--- config.mk ---
export PLATFORM = sky130hd
export DESIGN_NAME = mem_arbiter_flat
export DESIGN_NICKNAME = d
export VERILOG_FILES = /design/src/rtl/mem_arbiter_if.sv /design/src/rtl/mem_arbiter.sv /design/src/flat_wrapper.sv
export SDC_FILE = /design/constraint.sdc
export NUM_CORES = 1
export LEC_CHECK = 0
export CORE_MARGIN = 8
export CORE_UTILIZATION = 35
export DETAILED_ROUTE_END_ITERATION = 10
export GPL_ROUTABILITY_DRIVEN = 0
export PLACE_DENSITY = 0.67
export SETUP_SLACK_MARGIN = 0.5
export SYNTH_ARGS = -nofsm -noshare
export SYNTH_HDL_FRONTEND = slang
export SYNTH_SLANG_ARGS = --single-unit
--- constraint.sdc ---
create_clock -name clk -period 2.25 [get_ports clk]
set_clock_uncertainty 0.1 [all_clocks]
set_input_delay 0.225 -clock clk [delete_from_list [all_inputs] [get_ports clk]]
set_output_delay 0.225 -clock clk [all_outputs]
set_load 0.005 [all_outputs]
--- src/rtl/mem_arbiter_if.sv ---
`default_nettype none
// ============================================================================
// Module      : mem_arbiter_if
// Description : Bundle of every signal between two requesters, the
//               mem_arbiter, and a single-port reg_mem.
//               slave  : arbiter view. It takes requests and mem_dout, and
//                        drives gnt/rvalid/rdata, the memory port and busy.
//               master : environment view (requesters plus memory model).
//               Signals per requester n (0/1):
//                 rn_req, rn_we, rn_addr, rn_wdata  -> arbiter
//                 rn_gnt, rn_rvalid, rn_rdata       <- arbiter
//               Memory side:
//                 mem_addr, mem_din, mem_wen        <- arbiter
//                 mem_dout                          -> arbiter
//                 busy                              <- arbiter
// Revision    : 1.0  initial release
// ============================================================================
interface mem_arbiter_if #(
  parameter int DATA_WIDTH = 8,
  parameter int ADDR_BITS  = 12
);
  // Requester 0
  logic                  r0_req;
  logic                  r0_we;
  logic [ADDR_BITS-1:0]  r0_addr;
  logic [DATA_WIDTH-1:0] r0_wdata;
  logic                  r0_gnt;
  logic                  r0_rvalid;
  logic [DATA_WIDTH-1:0] r0_rdata;

  // Requester 1
  logic                  r1_req;
  logic                  r1_we;
  logic [ADDR_BITS-1:0]  r1_addr;
  logic [DATA_WIDTH-1:0] r1_wdata;
  logic                  r1_gnt;
  logic                  r1_rvalid;
  logic [DATA_WIDTH-1:0] r1_rdata;

  // Memory port and status
  logic [ADDR_BITS-1:0]  mem_addr;
  logic [DATA_WIDTH-1:0] mem_din;
  logic                  mem_wen;
  logic [DATA_WIDTH-1:0] mem_dout;
  logic                  busy;

  modport slave (
    input  r0_req, r0_we, r0_addr, r0_wdata,
    output r0_gnt, r0_rvalid, r0_rdata,
    input  r1_req, r1_we, r1_addr, r1_wdata,
    output r1_gnt, r1_rvalid, r1_rdata,
    output mem_addr, mem_din, mem_wen,
    input  mem_dout,
    output busy
  );

  modport master (
    output r0_req, r0_we, r0_addr, r0_wdata,
    input  r0_gnt, r0_rvalid, r0_rdata,
    output r1_req, r1_we, r1_addr, r1_wdata,
    input  r1_gnt, r1_rvalid, r1_rdata,
    input  mem_addr, mem_din, mem_wen,
    output mem_dout,
    input  busy
  );
endinterface
`default_nettype wire

--- src/rtl/mem_arbiter.sv ---
`default_nettype none
// ============================================================================
// Module      : mem_arbiter
// Description : Two-port round-robin arbiter and access sequencer in front
//               of a single-port reg_mem. Each requester issues one read or
//               write at a time through a req/gnt handshake. Writes take two
//               cycles (decision + write strobe). Reads wait READ_LAT cycles
//               for the memory, then return data with a one-cycle rvalid.
// Ports       : clk  - system clock, rising edge
//               rst  - synchronous active-high reset
//               bus  - mem_arbiter_if.slave (requesters, memory port, busy)
// Parameters  : DATA_WIDTH - memory word width
//               ADDR_BITS  - memory address width
//               READ_LAT   - cycles from mem_addr driven to mem_dout valid,
//                            legal range 0..7
// Revision    : 1.0  initial release
// ============================================================================
module mem_arbiter #(
  parameter int DATA_WIDTH = 8,
  parameter int ADDR_BITS  = 12,
  parameter int READ_LAT   = 1
) (
  input  wire           clk,
  input  wire           rst,
  mem_arbiter_if.slave  bus
);

  typedef enum logic [1:0] {
    IDLE      = 2'd0,
    WRITE     = 2'd1,
    READ_WAIT = 2'd2
  } state_t;

  // The wait counter is three bits wide. READ_LAT is capped at 7, so the
  // load value always fits and the countdown never wraps.
  localparam logic [2:0] LAT_LOAD = 3'(READ_LAT);

  // --------------------------------------------------------------------------
  // State and registered outputs
  // --------------------------------------------------------------------------
  state_t                state_q;
  logic [2:0]            cnt_q;
  logic                  last_gnt_q;   // 0 = r0 granted last, 1 = r1
  logic                  owner_q;      // requester that owns the current read

  logic                  r0_gnt_q;
  logic                  r0_rvalid_q;
  logic [DATA_WIDTH-1:0] r0_rdata_q;
  logic                  r1_gnt_q;
  logic                  r1_rvalid_q;
  logic [DATA_WIDTH-1:0] r1_rdata_q;

  logic [ADDR_BITS-1:0]  mem_addr_q;
  logic [DATA_WIDTH-1:0] mem_din_q;
  logic                  mem_wen_q;
  logic                  busy_q;

  // --------------------------------------------------------------------------
  // Arbitration. Only consumed in IDLE. On a tie the requester that was not
  // granted last wins, which gives strict alternation under continuous load.
  // --------------------------------------------------------------------------
  logic                  req_any;
  logic                  pick_r1;
  logic                  sel_we;
  logic [ADDR_BITS-1:0]  sel_addr;
  logic [DATA_WIDTH-1:0] sel_wdata;

  always_comb begin
    req_any = bus.r0_req | bus.r1_req;
    if (bus.r0_req && bus.r1_req) begin
      pick_r1 = ~last_gnt_q;
    end else begin
      pick_r1 = bus.r1_req;
    end
    sel_we    = pick_r1 ? bus.r1_we    : bus.r0_we;
    sel_addr  = pick_r1 ? bus.r1_addr  : bus.r0_addr;
    sel_wdata = pick_r1 ? bus.r1_wdata : bus.r0_wdata;
  end

  // --------------------------------------------------------------------------
  // Sequencer
  // --------------------------------------------------------------------------
  always_ff @(posedge clk) begin
    if (rst) begin
      state_q     <= IDLE;
      cnt_q       <= 3'd0;
      last_gnt_q  <= 1'b1;         // makes r0 win the first tie
      owner_q     <= 1'b0;
      r0_gnt_q    <= 1'b0;
      r0_rvalid_q <= 1'b0;
      r0_rdata_q  <= '0;
      r1_gnt_q    <= 1'b0;
      r1_rvalid_q <= 1'b0;
      r1_rdata_q  <= '0;
      mem_addr_q  <= '0;
      mem_din_q   <= '0;
      mem_wen_q   <= 1'b0;
      busy_q      <= 1'b0;
    end else begin
      // gnt and rvalid are single-cycle pulses. They are cleared by default
      // and only set on the edge that starts the pulse.
      r0_gnt_q    <= 1'b0;
      r1_gnt_q    <= 1'b0;
      r0_rvalid_q <= 1'b0;
      r1_rvalid_q <= 1'b0;

      unique case (state_q)
        IDLE: begin
          mem_wen_q <= 1'b0;
          busy_q    <= 1'b0;
          if (req_any) begin
            // mem_din is loaded on reads as well. Only mem_wen qualifies a
            // write, so the value is harmless.
            mem_addr_q <= sel_addr;
            mem_din_q  <= sel_wdata;
            owner_q    <= pick_r1;
            last_gnt_q <= pick_r1;
            busy_q     <= 1'b1;
            if (pick_r1) begin
              r1_gnt_q <= 1'b1;
            end else begin
              r0_gnt_q <= 1'b1;
            end
            if (sel_we) begin
              mem_wen_q <= 1'b1;
              state_q   <= WRITE;
            end else begin
              cnt_q     <= LAT_LOAD;
              state_q   <= READ_WAIT;
            end
          end
        end

        WRITE: begin
          // The memory captures the write at the end of this cycle.
          mem_wen_q <= 1'b0;
          busy_q    <= 1'b0;
          state_q   <= IDLE;
        end

        READ_WAIT: begin
          if (cnt_q != 3'd0) begin
            cnt_q <= cnt_q - 3'd1;
          end else begin
            // mem_dout is valid now. Only the owner's rdata is updated, so
            // the other requester's last read result stays intact.
            if (owner_q) begin
              r1_rdata_q  <= bus.mem_dout;
              r1_rvalid_q <= 1'b1;
            end else begin
              r0_rdata_q  <= bus.mem_dout;
              r0_rvalid_q <= 1'b1;
            end
            busy_q  <= 1'b0;
            state_q <= IDLE;
          end
        end

        default: begin
          mem_wen_q <= 1'b0;
          busy_q    <= 1'b0;
          state_q   <= IDLE;
        end
      endcase
    end
  end

  // --------------------------------------------------------------------------
  // Output drive
  // --------------------------------------------------------------------------
  assign bus.r0_gnt    = r0_gnt_q;
  assign bus.r0_rvalid = r0_rvalid_q;
  assign bus.r0_rdata  = r0_rdata_q;
  assign bus.r1_gnt    = r1_gnt_q;
  assign bus.r1_rvalid = r1_rvalid_q;
  assign bus.r1_rdata  = r1_rdata_q;
  assign bus.mem_addr  = mem_addr_q;
  assign bus.mem_din   = mem_din_q;
  assign bus.mem_wen   = mem_wen_q;
  assign bus.busy      = busy_q;

endmodule
`default_nettype wire

--- src/flat_wrapper.sv ---
// flat-port wrapper written by rule: the top's interface ports become plain ports
module mem_arbiter_flat 
#(
  parameter int DATA_WIDTH = 8,
  parameter int ADDR_BITS  = 12,
  parameter int READ_LAT   = 1
)
  (clk, rst, bus_r0_req, bus_r0_we, bus_r0_addr, bus_r0_wdata, bus_r0_gnt, bus_r0_rvalid, bus_r0_rdata, bus_r1_req, bus_r1_we, bus_r1_addr, bus_r1_wdata, bus_r1_gnt, bus_r1_rvalid, bus_r1_rdata, bus_mem_addr, bus_mem_din, bus_mem_wen, bus_mem_dout, bus_busy);
  mem_arbiter_if #(.DATA_WIDTH(DATA_WIDTH), .ADDR_BITS(ADDR_BITS)) bus_i ();
  input  wire clk;
  input  wire rst;
  input wire logic [$bits(bus_i.r0_req)-1:0] bus_r0_req;
  input wire logic [$bits(bus_i.r0_we)-1:0] bus_r0_we;
  input wire logic [$bits(bus_i.r0_addr)-1:0] bus_r0_addr;
  input wire logic [$bits(bus_i.r0_wdata)-1:0] bus_r0_wdata;
  output wire logic [$bits(bus_i.r0_gnt)-1:0] bus_r0_gnt;
  output wire logic [$bits(bus_i.r0_rvalid)-1:0] bus_r0_rvalid;
  output wire logic [$bits(bus_i.r0_rdata)-1:0] bus_r0_rdata;
  input wire logic [$bits(bus_i.r1_req)-1:0] bus_r1_req;
  input wire logic [$bits(bus_i.r1_we)-1:0] bus_r1_we;
  input wire logic [$bits(bus_i.r1_addr)-1:0] bus_r1_addr;
  input wire logic [$bits(bus_i.r1_wdata)-1:0] bus_r1_wdata;
  output wire logic [$bits(bus_i.r1_gnt)-1:0] bus_r1_gnt;
  output wire logic [$bits(bus_i.r1_rvalid)-1:0] bus_r1_rvalid;
  output wire logic [$bits(bus_i.r1_rdata)-1:0] bus_r1_rdata;
  output wire logic [$bits(bus_i.mem_addr)-1:0] bus_mem_addr;
  output wire logic [$bits(bus_i.mem_din)-1:0] bus_mem_din;
  output wire logic [$bits(bus_i.mem_wen)-1:0] bus_mem_wen;
  input wire logic [$bits(bus_i.mem_dout)-1:0] bus_mem_dout;
  output wire logic [$bits(bus_i.busy)-1:0] bus_busy;
  assign bus_i.r0_req = bus_r0_req;
  assign bus_i.r0_we = bus_r0_we;
  assign bus_i.r0_addr = bus_r0_addr;
  assign bus_i.r0_wdata = bus_r0_wdata;
  assign bus_r0_gnt = bus_i.r0_gnt;
  assign bus_r0_rvalid = bus_i.r0_rvalid;
  assign bus_r0_rdata = bus_i.r0_rdata;
  assign bus_i.r1_req = bus_r1_req;
  assign bus_i.r1_we = bus_r1_we;
  assign bus_i.r1_addr = bus_r1_addr;
  assign bus_i.r1_wdata = bus_r1_wdata;
  assign bus_r1_gnt = bus_i.r1_gnt;
  assign bus_r1_rvalid = bus_i.r1_rvalid;
  assign bus_r1_rdata = bus_i.r1_rdata;
  assign bus_mem_addr = bus_i.mem_addr;
  assign bus_mem_din = bus_i.mem_din;
  assign bus_mem_wen = bus_i.mem_wen;
  assign bus_i.mem_dout = bus_mem_dout;
  assign bus_busy = bus_i.busy;
  mem_arbiter #(.DATA_WIDTH(DATA_WIDTH), .ADDR_BITS(ADDR_BITS), .READ_LAT(READ_LAT)) u_core (.clk(clk), .rst(rst), .bus(bus_i));
endmodule
==> results.ini, run 1 <==
[grt]
antenna_found_initial = 0
grt_pass1_wl_mm = 8.71
grt_overflow = 0
grt_pass1_vias = 1837
grt_usage = 0.124
grt_max_degree = 29

[critical_path]
timing.rr.start = u_core.cnt_q[0]
reg2reg_slack_ps = 660
worstPathMaxFanout = 5
crit_path_end_kind = flip-flop
start_kind = flip-flop
worstReg2RegEnd = u_core.cnt_q[1]
crit_type = flip-flop to flip-flop
r2r_cells = 6
critPathArrivalTime_ps = 1680
required_ps = 2330

[clock_network]
ctsHoldBuffers = 0
cts_resized = 0
cts_buffer_depth = 2
cts_setup_buffers = 0
clkTransAtPathRegs_ps = 90
cts.sinks = 49
clk_latency_ps = 290
cts_buffers = 5
cts_tree = built
clock-root-buffer = clkbuf_8
htreeDepth = 2

[min_path]
hold_class = primary input to flip-flop
hold_depth = 2
min_to = u_core.bus.busy
worstHoldStart = rst

[finish]
diodes = 0
area_growth_pct = 54.6
drive_above_1_share = 0.0903
nets = 366

[synthesis]
synth-seq-area-share = 0.478
ys_ff_latch = 49
synth_warnings = 0
syn-mean-instance-area_um2 = 9.46
synthesis.area_um2 = 2050
syn_inst = 217
ys_types = 33
syn-num-nets = 273

[route]
vias_per_cell = 4.67
drc = 0
drt-pass1-iter-count = 3
drt_iter0_markers = 28
drtAntennaViolNets = 0
dr_total_vias = 1797
routed_wirelength_mm = 5.23
avgRoutedWirePerCell_um = 13.6

[floorplanning]
rows = 28
die_x_um = 92.6
fp.dieArea_um2 = 8570
core-area_um2 = 5780
start_util = 0.355
top_level_ports = 96
die_y_um = 92.6

[timing]
slew-limit-headroom = 0.723
worstMarginPinSlew_ps = 415
tns_ps = 0
setup_violations = 0
slew_violations = 0
fmax_mhz = 627
hold_viol_final = 0
rsz0062_at_grt = false
period_minus_slack_ps = 1590
timing.final.crit_share = 0.709

[pwr]
powerDensity_nw_per_um2 = 639
cellLeakagePower_nw = 1.17
ir_worst_vdd_mv = 0.286
total_power_w = 0.00203

[flow_run]
maxCapViolations = 0

[outcome]
status = finished clean

[placement]
dp_hpwl_mm = 4.05
numPortBuffers = 95

cell usage after synthesis:
cell       count  area, um2
buf_8          1       15.0
nor3b_1        1       7.51
nand3_1        1       5.00
mux2i_1       21        210
nor2_4         1       11.3
nand2_1       35        131
o21a_1         1       7.51
nor3_1         4       20.0
mux2_4         2       30.0
and3_1         1       6.26
buf_12         1       20.0
inv_1          4       15.0
nor2b_1        1       6.26
o21ai_0        1       5.00
a21boi_2       1       11.3
a31oi_4        1       21.3
clkbuf_1       5       18.8
nand2b_1       2       12.5
nor2_1        28        105
ha_1           2       25.0
a22o_1         1       8.76
buf_1          1       3.75
a211oi_1      14        105
nor3b_2        1       12.5
nand2b_4       1       13.8
dfxtp_1       49        981
a211oi_2       6       75.1
buf_2          6       30.0
a21oi_1       19       95.1
a21o_1         1       7.51
nand3b_1       2       15.0
buf_6          1       11.3
a2bb2oi_1      1       8.76
critical path, stage by stage, from the launching register on:
cell and delay (ps):
dfxtp_1 320, inv_1 70, ha_1 160, ha_2 230, nor2_4 70, a31oi_4 220, mux2_4 320
cells by family (layout without fill, tap and decap cells):
kind of cell,Yosys count,count (layout),share of synthesized area
adders and majority gates,2,2,0.0122
AOI/OAI and AO/OA,46,46,0.168
and+or+nand+nor,78,78,0.169
buffers and inverters,19,112,0.0555
muxes,23,23,0.117
DFF,49,49,0.478
metal layers:
layer | up-vias | track usage | routed length (um)
li1 | 926 | - | -
met1 | 799 | 0.138 | 2280
met2 | 67 | 0.193 | 2250
met3 | 5 | 0.0777 | 650
met4 | 0 | 0.0362 | 53
met5 | - | 0 | 0
where the power goes:
| part | leakage, nW | switching (W) | internal [W] | total, W |
|---|---|---|---|---|
| combinational | 0.726 | 0.000216 | 0.000315 | 0.000531 |
| sequential | 0.403 | 0.0000400 | 0.000943 | 0.000983 |
| clock | 0.0443 | 0.000268 | 0.000244 | 0.000512 |
| total | 1.17 | 0.000524 | 0.00150 | 0.00203 |
metrics by stage:
step | std cells | utilization | hold slack [ps] | area, um2 | setup WS, ps
after floorplan | 217 | - | 261 | 2050 | 672
after global placement | 378 | 0.531 | 343 | 3070 | 441
after detailed placement | 378 | 0.531 | 346 | 3070 | 383
after CTS | 385 | 0.546 | 227 | 3160 | 518
after global routing | 385 | 0.549 | 256 | 3170 | 529
final | 385 | 0.549 | 238 | 3170 | 655
how the worst max path moves through the flow:
stage	from	end	slack, ps	cells past startpoint
after floorplan	u_core.cnt_q[0]	u_core.cnt_q[1]	670	6
after global placement	bus_r0_req	u_core.bus.mem_addr[8]	440	5
after detailed placement	bus_r0_req	u_core.bus.mem_addr[3]	380	5
after CTS	u_core.cnt_q[0]	u_core.cnt_q[1]	520	6
after global routing	u_core.cnt_q[0]	u_core.bus.r0_rdata[7]	530	6
final	u_core.cnt_q[0]	u_core.cnt_q[1]	660	6
cells in the final DEF (no fill, tap or decap), types with 2 or more instances in the layout:
cell type | Yosys | final
inv_1 | 4 | 4
nor2_1 | 28 | 27
clkdlybuf4s50_1 | 0 | 94
mux2i_1 | 21 | 21
mux2_4 | 2 | 2
dfxtp_1 | 49 | 49
a211oi_2 | 6 | 6
buf_12 | 1 | 2
a211oi_1 | 14 | 14
clkbuf_8 | 0 | 6
nand2_1 | 35 | 35
nand3b_1 | 2 | 2
a21oi_1 | 19 | 19
nor3_1 | 4 | 4
nand2b_1 | 2 | 2
buf_4 | 0 | 4
nor2_4 | 1 | 2
registers in the layout, summed over array words and instances, names as in the netlist, 2 cells and up:
signal	cells
u_core.state_q	2
u_core.cnt_q	3
u_core.bus.r0_rdata	8
u_core.bus.r1_rdata	8
u_core.bus.mem_addr	12
u_core.bus.mem_din	8
final cells by class:
type / instances / area, um2
multi-input cells: 149 / 981
fillers: 578 / 2610
repair buffers: 101 / 1020
flip-flops and latches: 49 / 981
well taps: 75 / 93.8
inverters: 4 / 15.0
clock buffers: 7 / 86.3
No activity file was read; power rests on OpenSTA's default activity.
==> run 2, diff against run 1 <==
- PLACE_DENSITY: 0.67 -> 0.7
- clock period: 2.25 -> 1.3 ns (I/O delays scaled with it)
==> run 2 against run 1 <==
Effect of this change:
- the flow now finishes with violations (setup timing)
- fmax is 4.2% higher
- worst setup slack worse by 890 ps
- design area is 18% higher
- register-to-register slack worse by 890 ps
- first-iteration DRC count is 61% higher
- clock power is 61% higher
- critical path type unchanged
- hold slack worse by 140 ps
- count of clock-buffer cells in the layout is 2 lower
- highest routed layer unchanged
- flip-flop and latch count stayed put
- sequential power is 77% higher
- sequential share of layout area is 3.2 points lower
- wire length is 12% higher
==> results.ini, run 2 (same netlist as run 1, synthesis figures left out) <==
[outcome]
status = finished, violations left  ; was finished clean
violations = setup timing

[route]
dr_total_vias = 1954  ; was 1797
routed_wirelength_mm = 5.86  ; was 5.23 mm
drc = 0  ; unchanged
drtAntennaViolNets = 0  ; unchanged
drt-pass1-iter-count = 3  ; unchanged
vias_per_cell = 4.65  ; was 4.67
avgRoutedWirePerCell_um = 13.9  ; was 13.6 um
drt_iter0_markers = 45  ; was 28

[timing]
fmax_mhz = 653  ; was 627 MHz
setup_slack_ps = -231  ; was 655 ps
worstMarginPinSlew_ps = 323  ; was 415 ps
hold-worst-slack_ps = 98.2  ; was 238 ps
slew-limit-headroom = 0.783  ; was 0.723
timing.final.crit_share = 1.18  ; was 0.709
period_minus_slack_ps = 1530  ; was 1590 ps
hold_viol_final = 0  ; unchanged
setup_violations = 48  ; was 0
rsz0062_at_grt = true  ; was false
slew_violations = 0  ; unchanged

[clock_network]
cts_buffers = 5  ; unchanged
cts_tree = built  ; unchanged
cts_buffer_depth = 2  ; unchanged
clkTransAtPathRegs_ps = 80  ; was 90 ps
clk_latency_ps = 300  ; was 290 ps
cts.sinks = 49  ; unchanged
htreeDepth = 2  ; unchanged
clock-root-buffer = clkbuf_8  ; unchanged

[floorplanning]
die_y_um = 92.6  ; unchanged
die_x_um = 92.6  ; unchanged
core-area_um2 = 5780  ; unchanged
start_util = 0.355  ; unchanged
fp.dieArea_um2 = 8570  ; unchanged
top_level_ports = 96  ; unchanged
rows = 28  ; unchanged

[placement]
numPortBuffers = 95  ; unchanged
dp_hpwl_mm = 4.24  ; was 4.05 mm
dp_cells = 396  ; was 378
placed_area_um2 = 3280  ; was 3070 um2

[grt]
grt_usage = 0.139  ; was 0.124
grt_overflow = 0  ; unchanged
grt_pass1_vias = 2132  ; was 1837
grt_max_degree = 28  ; was 29
antenna_found_initial = 0  ; unchanged
grt_pass1_wl_mm = 9.90  ; was 8.71 mm

[pwr]
power_frac_comb = 0.319  ; was 0.262
total_power_w = 0.00377  ; was 0.00203 W
p_seq_frac = 0.463  ; was 0.485
p_sw_frac = 0.271  ; was 0.259
p_clk_frac = 0.218  ; was 0.253
powerDensity_nw_per_um2 = 1010  ; was 639 nW/um2
ir_worst_vdd_mv = 0.512  ; was 0.286 mV
cellLeakagePower_nw = 1.53  ; was 1.17 nW
p_int_w = 0.00275  ; was 0.00150 W
power.switching_w = 0.00102  ; was 0.000524 W

[critical_path]
critical-path-top-delay-family = compound AO/OA/AOI/OAI gates  ; was adder cells
crit_type = flip-flop to flip-flop  ; unchanged
required_ps = 1380  ; was 2330 ps
path_cells = buf_6 -> a21boi_4 -> nand2b_4 -> a31oi_4 -> mux2_4  ; was inv_1 -> ha_1 -> ha_2 -> nor2_4 -> a31oi_4 -> mux2_4
critPathArrivalTime_ps = 1610  ; was 1680 ps
crit_buf_inv = 1  ; unchanged
crit_path_end_kind = flip-flop  ; unchanged
worstPathMaxFanout = 5  ; unchanged
cp_slowest_cell = dfxtp_2  ; was dfxtp_1
critPathMaxStageDelay_ps = 340  ; was 320 ps
start_kind = flip-flop  ; unchanged

[finish]
final_util = 0.645  ; was 0.549
nets = 402  ; was 366
final_cell_mix = clkdlybuf4s50_1, buf_6, dfxtp_2  ; was clkdlybuf4s50_1, dfxtp_1, nand2_1
diodes = 0  ; unchanged
drive_above_1_share = 0.507  ; was 0.0903
layout.cells.non_filler = 420  ; was 385
layout_commonest_cell = clkdlybuf4s50_1  ; unchanged
largest_reg_flops = 12  ; unchanged
stdcell_area_um2 = 3730  ; was 3170 um2
area_growth_pct = 81.8  ; was 54.6%

[flow_run]
maxCapViolations = 0  ; unchanged

[min_path]
hold_class = primary input to flip-flop  ; unchanged

==> run 2: cell types whose count changed in the layout (fill, tap and decap cells not counted), sizes merged <==
cell / before / now
clkbuf: 7 / 6
buf: 7 / 84
clkdlybuf4s50: 94 / 52
clkinv: 0 / 1
==> run 2: layout make-up <==
cell class	instances	area (um2)
fill	495	2050
timing repair buffer	137	1400
multi-input combinational	149	1120
sequential	49	1030
tap	75	93.8
clock buffer	5	68.8
inverter	4	15.0
clock inverter	1	5.00
==> run 2: power by group through the flow <==
stage | combinational [W] | sequential (W) | clock [W]
global placement | 0.00102 | 0.00173 | 0
global route | 0.00131 | 0.00176 | 0.000909
CTS | 0.00111 | 0.00174 | 0.000856
detailed placement | 0.00104 | 0.00174 | 0
floorplan | 0.000489 | 0.00174 | 0
finish | 0.00120 | 0.00174 | 0.000822
==> run 2: routing by layer <==
layer  GRT usage  up-vias  share of wire
li1            -     1001              -
met1       0.151      878           0.41
met2       0.227       72           0.47
met3      0.0801        3           0.12
met4      0.0349        0         0.0067
met5           0        -              0
==> run 2: final timing paths <==
check                                       startpoint                     end  slack [ps]  depth (start not counted)
worst max-delay path                 u_core.last_gnt_q         u_core.cnt_q[2]        -230                          5
worst min-delay path                               rst         u_core.bus.busy         100                          2
worst max register to register       u_core.last_gnt_q         u_core.cnt_q[2]        -230                          5
worst min register to register  u_core.bus.r0_rdata[6]  u_core.bus.r0_rdata[6]         360                          2
==> run 2: repair_timing <==
| action | CTS | global route |
|---|---|---|
| gates cloned | 1 | 0 |
| resized for setup | 246 | 42 |
| setup buffers | 10 | 7 |
| hold buffers | 0 | 0 |
| setup endpoints to repair | 91 | 91 |
| pin swaps | 13 | 15 |
==> run 2: metrics by stage <==
| stage | TNS (ps) | setup WS [ps] |
|---|---|---|
| after floorplan | -544 | -103 |
| after global placement | -12290 | -416 |
| after detailed placement | -14040 | -450 |
| after CTS | -5610 | -189 |
| after global routing | -9280 | -289 |
| final | -6240 | -231 |
